--- config.mk ---
export PLATFORM = sky130hd
export DESIGN_NAME = sprite_game_ctrl
export DESIGN_NICKNAME = d
export VERILOG_FILES = /design/src/rtl/sprite_game_ctrl.sv
export SDC_FILE = /design/constraint.sdc
export NUM_CORES = 1
export LEC_CHECK = 0
export BUFFER_PORTS_ARGS = -buffer_cell sky130_fd_sc_hd__clkbuf_2
export CORE_ASPECT_RATIO = 0.6
export CORE_MARGIN = 10
export CORE_UTILIZATION = 53
export DETAILED_ROUTE_END_ITERATION = 12
export HOLD_SLACK_MARGIN = 0.12
export PLACE_DENSITY = 0.8
export SYNTH_ARGS = -nofsm -noshare
export SYNTH_HDL_FRONTEND = slang
export SYNTH_SLANG_ARGS = --single-unit
--- constraint.sdc ---
create_clock -name i_clk -period 3 [get_ports i_clk]
set_input_delay 0 -clock i_clk [delete_from_list [all_inputs] [get_ports i_clk]]
set_output_delay 0 -clock i_clk [all_outputs]
set_load 0.01 [all_outputs]
--- src/rtl/sprite_game_ctrl.sv ---
// sprite_game_ctrl: frame-rate player sprite controller with debounce, saturating motion and game FSM
module sprite_game_ctrl #(
  parameter int SCREEN_W   = 640,
  parameter int SCREEN_H   = 480,
  parameter int SPRITE_W   = 32,
  parameter int SPRITE_H   = 32,
  parameter int STEP       = 4,
  parameter int LIVES      = 3,
  parameter int HIT_FRAMES = 60
) (
  input  logic        i_clk,
  input  logic        i_rst_n,
  input  logic        i_btn1,
  input  logic        i_btn2,
  input  logic        i_btn3,
  input  logic        i_v_sync,
  input  logic        i_sprite_hit,
  input  logic        i_sprite2_hit,
  output logic [15:0] o_sprite2_x,
  output logic [15:0] o_sprite2_y,
  output logic        o_sprite2_visible,
  output logic [1:0]  o_state,
  output logic [1:0]  o_lives,
  output logic        o_collision,
  output logic        o_frame_tick
);
  typedef enum logic [1:0] {IDLE, PLAY, HIT, OVER} state_e;
  localparam logic [15:0] X0     = 16'((SCREEN_W - SPRITE_W) / 2);
  localparam logic [15:0] XMAX   = 16'(SCREEN_W - SPRITE_W);
  localparam logic [15:0] Y0     = 16'(SCREEN_H - SPRITE_H - 16);
  localparam logic [15:0] STEP_W = 16'(STEP);
  localparam logic [1:0]  LIVES_W = 2'(LIVES);
  localparam logic [7:0]  HIT_W  = 8'(HIT_FRAMES);
  logic [2:0]  btn_m_q, btn_s_q, samp_q;
  logic        vs_m_q, vs_s_q, vs_d_q, tick_q;
  logic        prs3_q;
  logic [2:0]  pressed;
  logic        btn3_edge, left, right;
  state_e      state_q, state_d;
  logic [15:0] x_q, x_d, x_mv;
  logic [1:0]  lives_q, lives_d;
  logic [7:0]  timer_q, timer_d, timer_dec;
  logic        vis_q, vis_d, coll_q, coll_d, collide_q, collide_d;
  // two-flop synchronisers for buttons and v_sync, plus registered rising-edge tick
  always_ff @(posedge i_clk or negedge i_rst_n) begin
    if (!i_rst_n) begin
      btn_m_q <= '0;
      btn_s_q <= '0;
      vs_m_q  <= 1'b0;
      vs_s_q  <= 1'b0;
      vs_d_q  <= 1'b0;
      tick_q  <= 1'b0;
    end else begin
      btn_m_q <= {i_btn3, i_btn2, i_btn1};
      btn_s_q <= btn_m_q;
      vs_m_q  <= i_v_sync;
      vs_s_q  <= vs_m_q;
      vs_d_q  <= vs_s_q;
      tick_q  <= vs_s_q & ~vs_d_q;
    end
  end
  // a button is pressed when this tick's sample and the previous tick's sample are both high
  always_comb begin
    pressed   = samp_q & btn_s_q;
    btn3_edge = pressed[2] & ~prs3_q;
    left      = pressed[0] & ~pressed[1];
    right     = pressed[1] & ~pressed[0];
    x_mv      = left  ? (x_q < STEP_W ? 16'd0 : x_q - STEP_W) :
                right ? (x_q > XMAX - STEP_W ? XMAX : x_q + STEP_W) : x_q;
    timer_dec = timer_q - 8'd1;
    collide_d = (state_q == PLAY) & ((i_sprite_hit & i_sprite2_hit) | (collide_q & ~tick_q));
  end
  // game state register
  always_ff @(posedge i_clk or negedge i_rst_n) begin
    if (!i_rst_n) state_q <= IDLE;
    else          state_q <= state_d;
  end
  // datapath registers: debounce history, position, lives, blink timer, collision flag
  always_ff @(posedge i_clk or negedge i_rst_n) begin
    if (!i_rst_n) begin
      samp_q    <= '0;
      prs3_q    <= 1'b0;
      x_q       <= X0;
      lives_q   <= LIVES_W;
      timer_q   <= '0;
      vis_q     <= 1'b1;
      coll_q    <= 1'b0;
      collide_q <= 1'b0;
    end else begin
      if (tick_q) begin
        samp_q <= btn_s_q;
        prs3_q <= pressed[2];
      end
      x_q       <= x_d;
      lives_q   <= lives_d;
      timer_q   <= timer_d;
      vis_q     <= vis_d;
      coll_q    <= coll_d;
      collide_q <= collide_d;
    end
  end
  // next state and datapath, evaluated only on frame ticks
  always_comb begin
    state_d = state_q;
    x_d     = x_q;
    lives_d = lives_q;
    timer_d = timer_q;
    vis_d   = vis_q;
    coll_d  = 1'b0;
    if (tick_q) begin
      case (state_q)
        IDLE: begin
          x_d     = X0;
          lives_d = LIVES_W;
          vis_d   = 1'b1;
          state_d = btn3_edge ? PLAY : IDLE;
        end
        PLAY: begin
          if (collide_q) begin
            lives_d = lives_q - 2'd1;
            coll_d  = 1'b1;
            timer_d = HIT_W;
            state_d = (lives_q == 2'd1) ? OVER : HIT;
          end else x_d = x_mv;
        end
        HIT: begin
          x_d     = x_mv;
          timer_d = timer_dec;
          vis_d   = (timer_dec == 8'd0) | timer_dec[2];
          state_d = (timer_dec == 8'd0) ? PLAY : HIT;
        end
        OVER: begin
          vis_d = 1'b1;
          if (btn3_edge) begin
            state_d = IDLE;
            x_d     = X0;
            lives_d = LIVES_W;
          end
        end
        default: state_d = IDLE;
      endcase
    end
  end
  // outputs come straight from registers so the compositor sees glitch-free values
  always_comb begin
    o_state           = state_q;
    o_lives           = lives_q;
    o_sprite2_x       = x_q;
    o_sprite2_y       = Y0;
    o_sprite2_visible = vis_q;
    o_collision       = coll_q;
    o_frame_tick      = tick_q;
  end
endmodule

**After elaboration in Yosys (flattened, before gate mapping)**

Index checks and enable logic that the tools add are counted.

- Input bits: 8
- Logic and storage cells: 76
- Flip-flop bits (word level): 45
- Output and inout bits: 39

- $lt $le $gt $ge: 2
- Equal/unequal tests: 7
- Mux-type cells: 22
- Reductions and logical operators: 11
- $add $sub $neg: 4
- Bitwise logic cells: 15

Operator list:

| operator | count |
|---|---|
| 2-to-1 mux 16 bit | 6 |
| one-hot mux 16 bit (4 select lines) | 1 |
| adder 16 x 3 -> 16 bit (second input constant) | 1 |
| greater-than comparator 16 x 10 -> 1 bit (second input constant) | 1 |
| < comparator 16 x 3 -> 1 bit (second input constant) | 1 |
| one-hot mux 8 bit (2 select lines) | 1 |
| subtractor 16 x 3 -> 16 bit (second input constant) | 1 |
| 2-to-1 mux 2 bit | 5 |
| AND reduction 3 bit | 3 |
| logical NOT 8 bit | 1 |
| 2-to-1 mux 8 bit | 1 |
| one-hot mux 2 bit (4 select lines) | 1 |
| subtractor 8 x 1 -> 8 bit (second input constant) | 1 |
| bitwise AND 1 bit | 7 |
| != test 2 bit (second input constant) | 3 |
| one-hot mux 2 bit (3 select lines) | 1 |
| 2-to-1 mux 1 bit | 5 |
| inverter 1 bit | 5 |
| equality test 2 x 1 -> 1 bit (second input constant) | 2 |
| equality test 2 bit (second input constant) | 2 |
| AND reduction 4 bit | 1 |
| nonzero test 2 bit | 2 |
| bitwise AND 3 bit | 1 |
| nonzero test 3 bit | 1 |
| 6 further kinds | 7 |

**Depth between registers and ports, before layout**

Gate-level depths: netlist of the first run.

- Depth in word-level cells: 7
- Mapped depth: 8
- Mapped depth without buffers: 7

**Worst setup path after synthesis of the first run**

Ideal clock, no wire load.

- Path kind: register to register
- From: register x_q[2] (netlist: o_sprite2_x[2])
- To: register x_q[11] (netlist: o_sprite2_x[11])
- Path buffers: 1
- Setup time: 138 ps
- Data required time: 2862 ps
- Arrival time: 2147 ps
- Cell stages (with the launch flop): 9
- Path slack: 715 ps
- Clock period less this slack: 2285 ps
- Path through: dfrtp_1 inv_1 ha_1 or3b_1 clkbuf_1 or4_4 a22o_4 a41oi_2 a31oi_1

- Cells in the longest elaborated chain, start to end: 6
- Elaborated cells between the ends (all ways): 10
- Classes of those cells: add/sub: 2; order compare: 2; mux: 6

RTL lines:

| item | line | text |
|---|---|---|
| start: declaration | 40 | `logic [15:0] x_q, x_d, x_mv;` |
| start signal: assignment | 83 | `x_q <= X0;` |
| start signal: assignment | 94 | `x_q <= x_d;` |
| adder 16 x 3 -> 16 bit or greater-than comparator 16 x 10 -> 1 bit (tied branches) | 69 | `right ? (x_q > XMAX - STEP_W ? XMAX : x_q + STEP_W) : x_q;` |
| 2-to-1 mux 16 bit (2 in a row) | 69 |  |
| 2-to-1 mux 16 bit (*) | 68 | `x_mv = left ? (x_q < STEP_W ? 16'd0 : x_q - STEP_W) :` |
| 2-to-1 mux 16 bit | 119 | `if (collide_q) begin` |
| one-hot mux 16 bit (4 select lines) (*) | 111 | `case (state_q)` |

Every way passes the cells marked *; elsewhere a longest branch is shown, timed or not. The select of a mux whose other input is x is not followed.
A chain may end at the register's enable or synchronous reset.

**Worst setup path after layout of the first run**

Ends and elaborated chain as after synthesis.

==> results of run 1 <==
==> per-stage QoR <==
step / setup WS (ns) / power, W / hold WS, ns / area (um^2) / utilization, %
4_1_cts: 0.6087 / 0.002602 / 0.3241 / 3025 / 59.85
6_report: 0.5851 / 0.002612 / 0.3359 / 3025 / 59.85
2_1_floorplan: 0.7147 / 0.001887 / -0.2956 / 2839 / -
3_3_place_gp: 0.6954 / 0.002175 / 0.1100 / 2870 / 56.78
5_1_grt: 0.4778 / 0.002823 / 0.3370 / 3025 / 59.85
3_5_place_dp: 0.6214 / 0.002220 / 0.1097 / 2870 / 56.78
==> cells by family after synthesis <==
| kind of cell | after synthesis | synth area share (%) |
|---|---|---|
| buffers and inverters | 50 | 9.590 |
| AO/OA/AOI/OAI | 83 | 21.48 |
| AND/OR/NAND/NOR | 110 | 20.80 |
| flip-flops | 43 | 38.99 |
| adder cells (fa/ha/maj) | 10 | 4.502 |
| other | 2 | 0.2702 |
| XOR/XNOR | 4 | 1.261 |
| multiplexers | 8 | 3.107 |
==> power groups by stage <==
| stage | logic [W] | registers [W] | clock network (W) |
|---|---|---|---|
| 2_1_floorplan | 0.000948 | 0.000940 | 0 |
| 3_3_place_gp | 0.00113 | 0.00104 | 0 |
| 3_5_place_dp | 0.00117 | 0.00105 | 0 |
| 4_1_cts | 0.00118 | 0.00104 | 0.000381 |
| 5_1_grt | 0.00133 | 0.00109 | 0.000403 |
| 6_report | 0.00119 | 0.00105 | 0.000374 |
==> critical path, delay by kind of cell (launching register included) <==
kind,cells,cell delay [ns]
AND/OR/NAND/NOR,2,1.02
buffers and inverters,1,0.10
flip-flops,1,0.49
adder cells (fa/ha/maj),1,0.18
AO/OA/AOI/OAI,3,0.49
==> Yosys cell counts, types with 3 or more instances <==
library cell	n
o31ai_1	6
o311ai_1	3
nand2_1	30
o2111ai_1	3
o21ai_1	5
mux2_2	4
and3_1	4
dfstp_2	6
or3_1	3
ha_1	10
a31oi_1	7
nor2b_1	4
nand3b_1	3
buf_4	19
nor4_1	8
a21o_1	4
nor2_1	21
inv_1	14
a21oi_1	11
o21ai_0	15
mux2i_1	3
xnor2_1	4
nand4_1	5
a211o_1	3
dfrtp_1	37
nand3_1	8
nor3_1	7
clkbuf_1	16
==> registers in the layout (all words and copies together), names as in the netlist <==
| signal | flops |
|---|---|
| btn_m_q | 3 |
| btn_s_q | 3 |
| collide_q | 1 |
| o_collision | 1 |
| o_frame_tick | 1 |
| o_lives | 2 |
| o_sprite2_visible | 1 |
| o_sprite2_x | 14 |
| o_state | 2 |
| prs3_q | 1 |
| samp_q | 3 |
| timer_q | 8 |
| vs_d_q | 1 |
| vs_m_q | 1 |
| vs_s_q | 1 |
==> repair_timing <==
item | 4_1_cts | 5_1_grt
buffers inserted | 0 | 0
hold endpoints to repair | 42 | 0
hold buffers | 7 | 0
==> area by class of cell <==
cell class,instances,area [um^2]
Fill cell,448,2029
Tap cell,66,82.58
Inverter,14,52.55
Multi-Input combinational cell,233,1489
Timing Repair Buffer,38,232.7
Clock buffer,6,72.57
Clock inverter,2,12.51
Sequential cell,43,1084
==> per-layer routing <==
metal	track usage, %	vias up
li1	-	1164
met1	22.89	1150
met5	0	-
met4	4.545	0
met3	5.425	5
met2	20.58	121
==> path summary, 6_finish.rpt <==
check | startpoint | to | slack (ns)
worst max-delay path | o_sprite2_x[2]$_DFFE_PN0P_ | o_sprite2_x[11]$_DFFE_PN0P_ | 0.59
worst min-delay path | i_v_sync | vs_m_q$_DFF_PN0_ | 0.34
worst max register to register | o_sprite2_x[2]$_DFFE_PN0P_ | o_sprite2_x[11]$_DFFE_PN0P_ | 0.59
worst min register to register | btn_m_q[1]$_DFF_PN0_ | btn_s_q[1]$_DFF_PN0_ | 0.35
max in group asynchronous | i_rst_n | o_sprite2_x[9]$_DFFE_PN0P_ | 1.96
min in group asynchronous | i_rst_n | timer_q[6]$_DFFE_PN0P_ | 0.40
==> layout by cell type, fill, tap and decap left out, types with 4 or more instances in the layout <==
| cell type | instances |
|---|---|
| clkbuf_2 | 28 |
| a21o_1 | 4 |
| ha_1 | 10 |
| o31ai_1 | 6 |
| nand4_1 | 5 |
| nor4_1 | 8 |
| dfstp_2 | 6 |
| dfrtp_1 | 37 |
| a21oi_1 | 11 |
| and3_1 | 4 |
| nor3_1 | 7 |
| clkbuf_8 | 5 |
| a31oi_1 | 7 |
| nand2_1 | 30 |
| conb_1 | 18 |
| nor2_1 | 21 |
| mux2_2 | 4 |
| inv_1 | 14 |
| nor2b_1 | 4 |
| nand3_1 | 8 |
| dlygate4sd3_1 | 7 |
| o21ai_0 | 15 |
| o21ai_1 | 5 |
| xnor2_1 | 4 |
==> results.yml, run 1 <==
run_status:
  status: "complete, no violations"
finish:
  nets: 353
  synthToLayoutAreaGrowth_pct: 8.870
  n_antenna_cell: 0
  drive_above_1_share_pct: 17.56
  final_cells: 402
setup_path:
  cp_slowest_cell: "or3b_1"
  cp.required_ns: 3.17
  reg2reg_depth: 7
  critPathMaxStageDelay_ns: 0.52
  cp-start-kind: "flop"
  worstPathCellList: "inv_1, ha_1, or3b_1, or4_4, a22o_4, a41oi_2, a31oi_1"
  worstPathMaxFanout: 11
  crit_arrival_ns: 2.59
  critPathCaptureType: "flop"
  critPathKind: "reg -> reg"
placed_design:
  place_hpwl_um: 5074
  gp_congestion: 0.9680
  dp.cells: 387
  port_buffers: 28
power_and_ir_drop:
  switching_share_pct: 46.90
  leakage_nw: 1.289
  power_frac_comb_pct: 45.6
  p_seq_share_pct: 40.1
  p_switching_w: 0.001225
  power.share.clock_pct: 14.3
  power_density_nw_per_um2: 863.3
  ir_worst_vdd_uv: 340.2
  intPower_w: 0.001387
die:
  die_width_um: 113.5
  core_um2: 5055
  die-area_um2: 8635
  start_util_pct: 54.98
  num_rows: 20
  io_pins: 47
  die_h_um: 76.09
timing:
  skew_ns: 0.009608
  period_minus_slack_ns: 2.415
  finalHoldViolCount: 0
  slew_headroom_pct: 30.55
  setup_tns_ns: 0
  rsz0062_at_grt: "no"
  period_share_pct: 80.50
  clock.fmax_mhz: 414.1
  worst_slew_pin_slew_ns: 1.042
  finalSetupViolCount: 0
  finalMaxSlewViolations: 0
drt:
  drt-pass1-iter-count: 6
  wirelength_um: 6756
  ant_nets: 0
  top_layer: "met4"
  viasPerCell: 6.070
  drt-met1-wl_um: 3277
  met3_length_um: 730
  met2_length_um: 2704
  remaining_drc_errors: 0
  drt_iter0_markers: 347
  vias: 2440
  routedWlPerCell_um: 16.81
worst_hold_path:
  holdPathStages: 2
  hp-class: "in -> reg"
clock_network:
  ctsHtreeMaxLevel: 2
  root_buffer: "clkbuf_8"
  clock_path_buffers: 2
  cts_sinks: 43
  ctsResizeCount: 0
  cts.clk_slew.worst_paths_ns: 0.08
  cts_buffers: 5
  cts_tree: "yes"
  insertion_delay_ns: 0.30
global_routing:
  grt_start_max_net_pins: 44
  grt_usage_pct: 15.62
  grt_pass1_wl_um: 11340
  grt_overflow: 0
  grt_pass1_vias: 2252
  antenna_found_initial: 0
yosys:
  synth_seq_area_share_pct: 38.99
  syn_inst: 310
  synthArstFlopShare_pct: 100.0
  ys_ff_latch: 43
  synth_area_um2: 2779
  ys_warn_count: 0
  yosys.area.top_type: "dfrtp_1"
  ys_top_cells_by_area: "dfrtp_1 33%, dfstp_2 5.7%, buf_4 5.1%"
  synth_top_cell_area_share_pct: 33.32
  netlist-cell-type-count: 62
  avgSynthCellArea_um2: 8.964
  synth_ff_type: "dfrtp_1"
  synth_edf_count: 0
job:
  maxCapViolations: 0
No activity file was read; power rests on OpenSTA's default activity.
==> run 2: changes to the inputs <==
Clock period 3 ns to 2.5 ns, I/O delays scaled along.
==> results.yml, run 2 (synthesis results as in run 1) <==
run_status:
  status: "complete, no violations"
finish:
  drive_above_1_share_pct: 19.71
  n_antenna_cell: 0
  final_cells: 411
  largest_reg_flops: 14
  final_common_cell: "dfrtp_1"
  fill_cells: 431
  nets: 362
  synthToLayoutAreaGrowth_pct: 11.66
  most-common-layout-cells: "37 x dfrtp_1, 30 x nand2_1, 28 x clkbuf_2"
drt:
  viasPerCell: 6.068
  routedWlPerCell_um: 16.85
  ant_nets: 0
  drt-pass1-iter-count: 6
  remaining_drc_errors: 0
  wirelength_um: 6924
  met2_length_um: 2736
  top_layer: "met4"
  vias: 2494
  met3_length_um: 774
  drt_iter0_markers: 236
  drt-met1-wl_um: 3274
global_routing:
  grt_overflow: 0
  grt_pass1_wl_um: 11710
  grt_usage_pct: 16.03
  grt_start_max_net_pins: 44
  grt_pass1_vias: 2362
  antenna_found_initial: 0
clock_network:
  cts_tree: "yes"
  cts_setup_buffers: 0
  insertion_delay_ns: 0.30
  cts.clk_slew.worst_paths_ns: 0.08
  postCtsHoldBufs: 7
  ctsHtreeMaxLevel: 2
  ctsResizeCount: 0
  root_buffer: "clkbuf_8"
  cts_sinks: 43
  cts_buffers: 5
  clock_path_buffers: 2
setup_path:
  worstPathMaxFanout: 9
  cp_slowest_cell: "or4_4"
  worstPathCellList: "or3_1, or4_4, a22o_4, a41oi_2, a31oi_1"
  critPathKind: "reg -> reg"
  critPathMaxStageDelay_ns: 0.61
  critPathCaptureType: "flop"
  crit_arrival_ns: 2.40
  cp-start-kind: "flop"
  cp.required_ns: 2.67
die:
  num_rows: 20
  io_pins: 47
  die_width_um: 113.5
  core_um2: 5055
  die-area_um2: 8635
  die_h_um: 76.09
  start_util_pct: 54.98
timing:
  whs_ns: 0.3478
  rsz0062_at_grt: "no"
  slew_headroom_pct: 29.08
  finalSetupViolCount: 0
  finalMaxSlewViolations: 0
  finalHoldViolCount: 0
  skew_ns: 0.007253
  setup_tns_ns: 0
  period_share_pct: 89.32
  clock.fmax_mhz: 447.8
  period_minus_slack_ns: 2.233
  worst_slew_pin_slew_ns: 1.064
placed_design:
  gp_congestion: 1.028
  dp.cells: 396
  place_hpwl_um: 5163
  port_buffers: 28
job:
  maxCapViolations: 0
power_and_ir_drop:
  leakage_nw: 1.340
  power_density_nw_per_um2: 1051
  ir_worst_vdd_uv: 428.9
worst_hold_path:
  hp-class: "reg -> reg"
==> run 2: cell count changes in the layout (fill, tap and decap cells not counted) <==
cell	delta
buf_4	+9
clkbuf_8	+1
clkinv_2	-1
clkinv_4	+1
clkinvlp_4	-1
==> run 2: worst paths after layout <==
path	startpoint	to	slack [ns]	cells after the start
max reg2reg	o_sprite2_x[13]$_DFFE_PN0P_	o_sprite2_x[11]$_DFFE_PN0P_	0.27	5
max in group asynchronous	i_rst_n	o_sprite2_x[6]$_DFFE_PN0P_	1.42	2
min	btn_m_q[2]$_DFF_PN0_	btn_s_q[2]$_DFF_PN0_	0.35	0
min in group asynchronous	i_rst_n	timer_q[1]$_DFFE_PN0P_	0.43	2
max	o_sprite2_x[13]$_DFFE_PN0P_	o_sprite2_x[11]$_DFFE_PN0P_	0.27	5
min reg2reg	btn_m_q[2]$_DFF_PN0_	btn_s_q[2]$_DFF_PN0_	0.35	0
==> run 2: layout make-up <==
type,count,area (um^2),share of cell area (%)
clock buffers,7,86.33,2.782
clock inverters,1,8.758,0.2823
inverters,14,52.55,1.694
multi-input cells,233,1489,47.98
flip-flops and latches,43,1084,34.92
well taps,66,82.58,2.661
repair buffers,47,300.3,9.677
==> run 2: report_power, final <==
group | internal (W) | switching (W)
logic | 0.000632 | 0.000998
clock network | 0.000226 | 0.000239
registers | 0.000906 | 0.000261
==> run 2: stage by stage <==
stage	setup WS (ns)	util [%]	instance area (um^2)	power [W]
6_report	0.2669	61.39	3103	0.003263
5_1_grt	0.1201	61.39	3103	0.003530
4_1_cts	0.2989	61.39	3103	0.003240
3_5_place_dp	0.3097	58.12	2938	0.002757
3_3_place_gp	0.3591	58.12	2938	0.002706
2_1_floorplan	0.2147	-	2839	0.002265
==> run 2: critical path: cells and delay by family (launching register included) <==
| family | cells | cell delay (ns) |
|---|---|---|
| AOI/OAI and AO/OA | 3 | 0.47 |
| DFF | 1 | 0.48 |
| and+or+nand+nor | 2 | 1.14 |
==> run 2: metal layers <==
metal	global-route usage, %	vias up
li1	-	1181
met1	23.30	1149
met2	21.38	139
met3	5.582	25
met4	4.672	0
met5	0	-
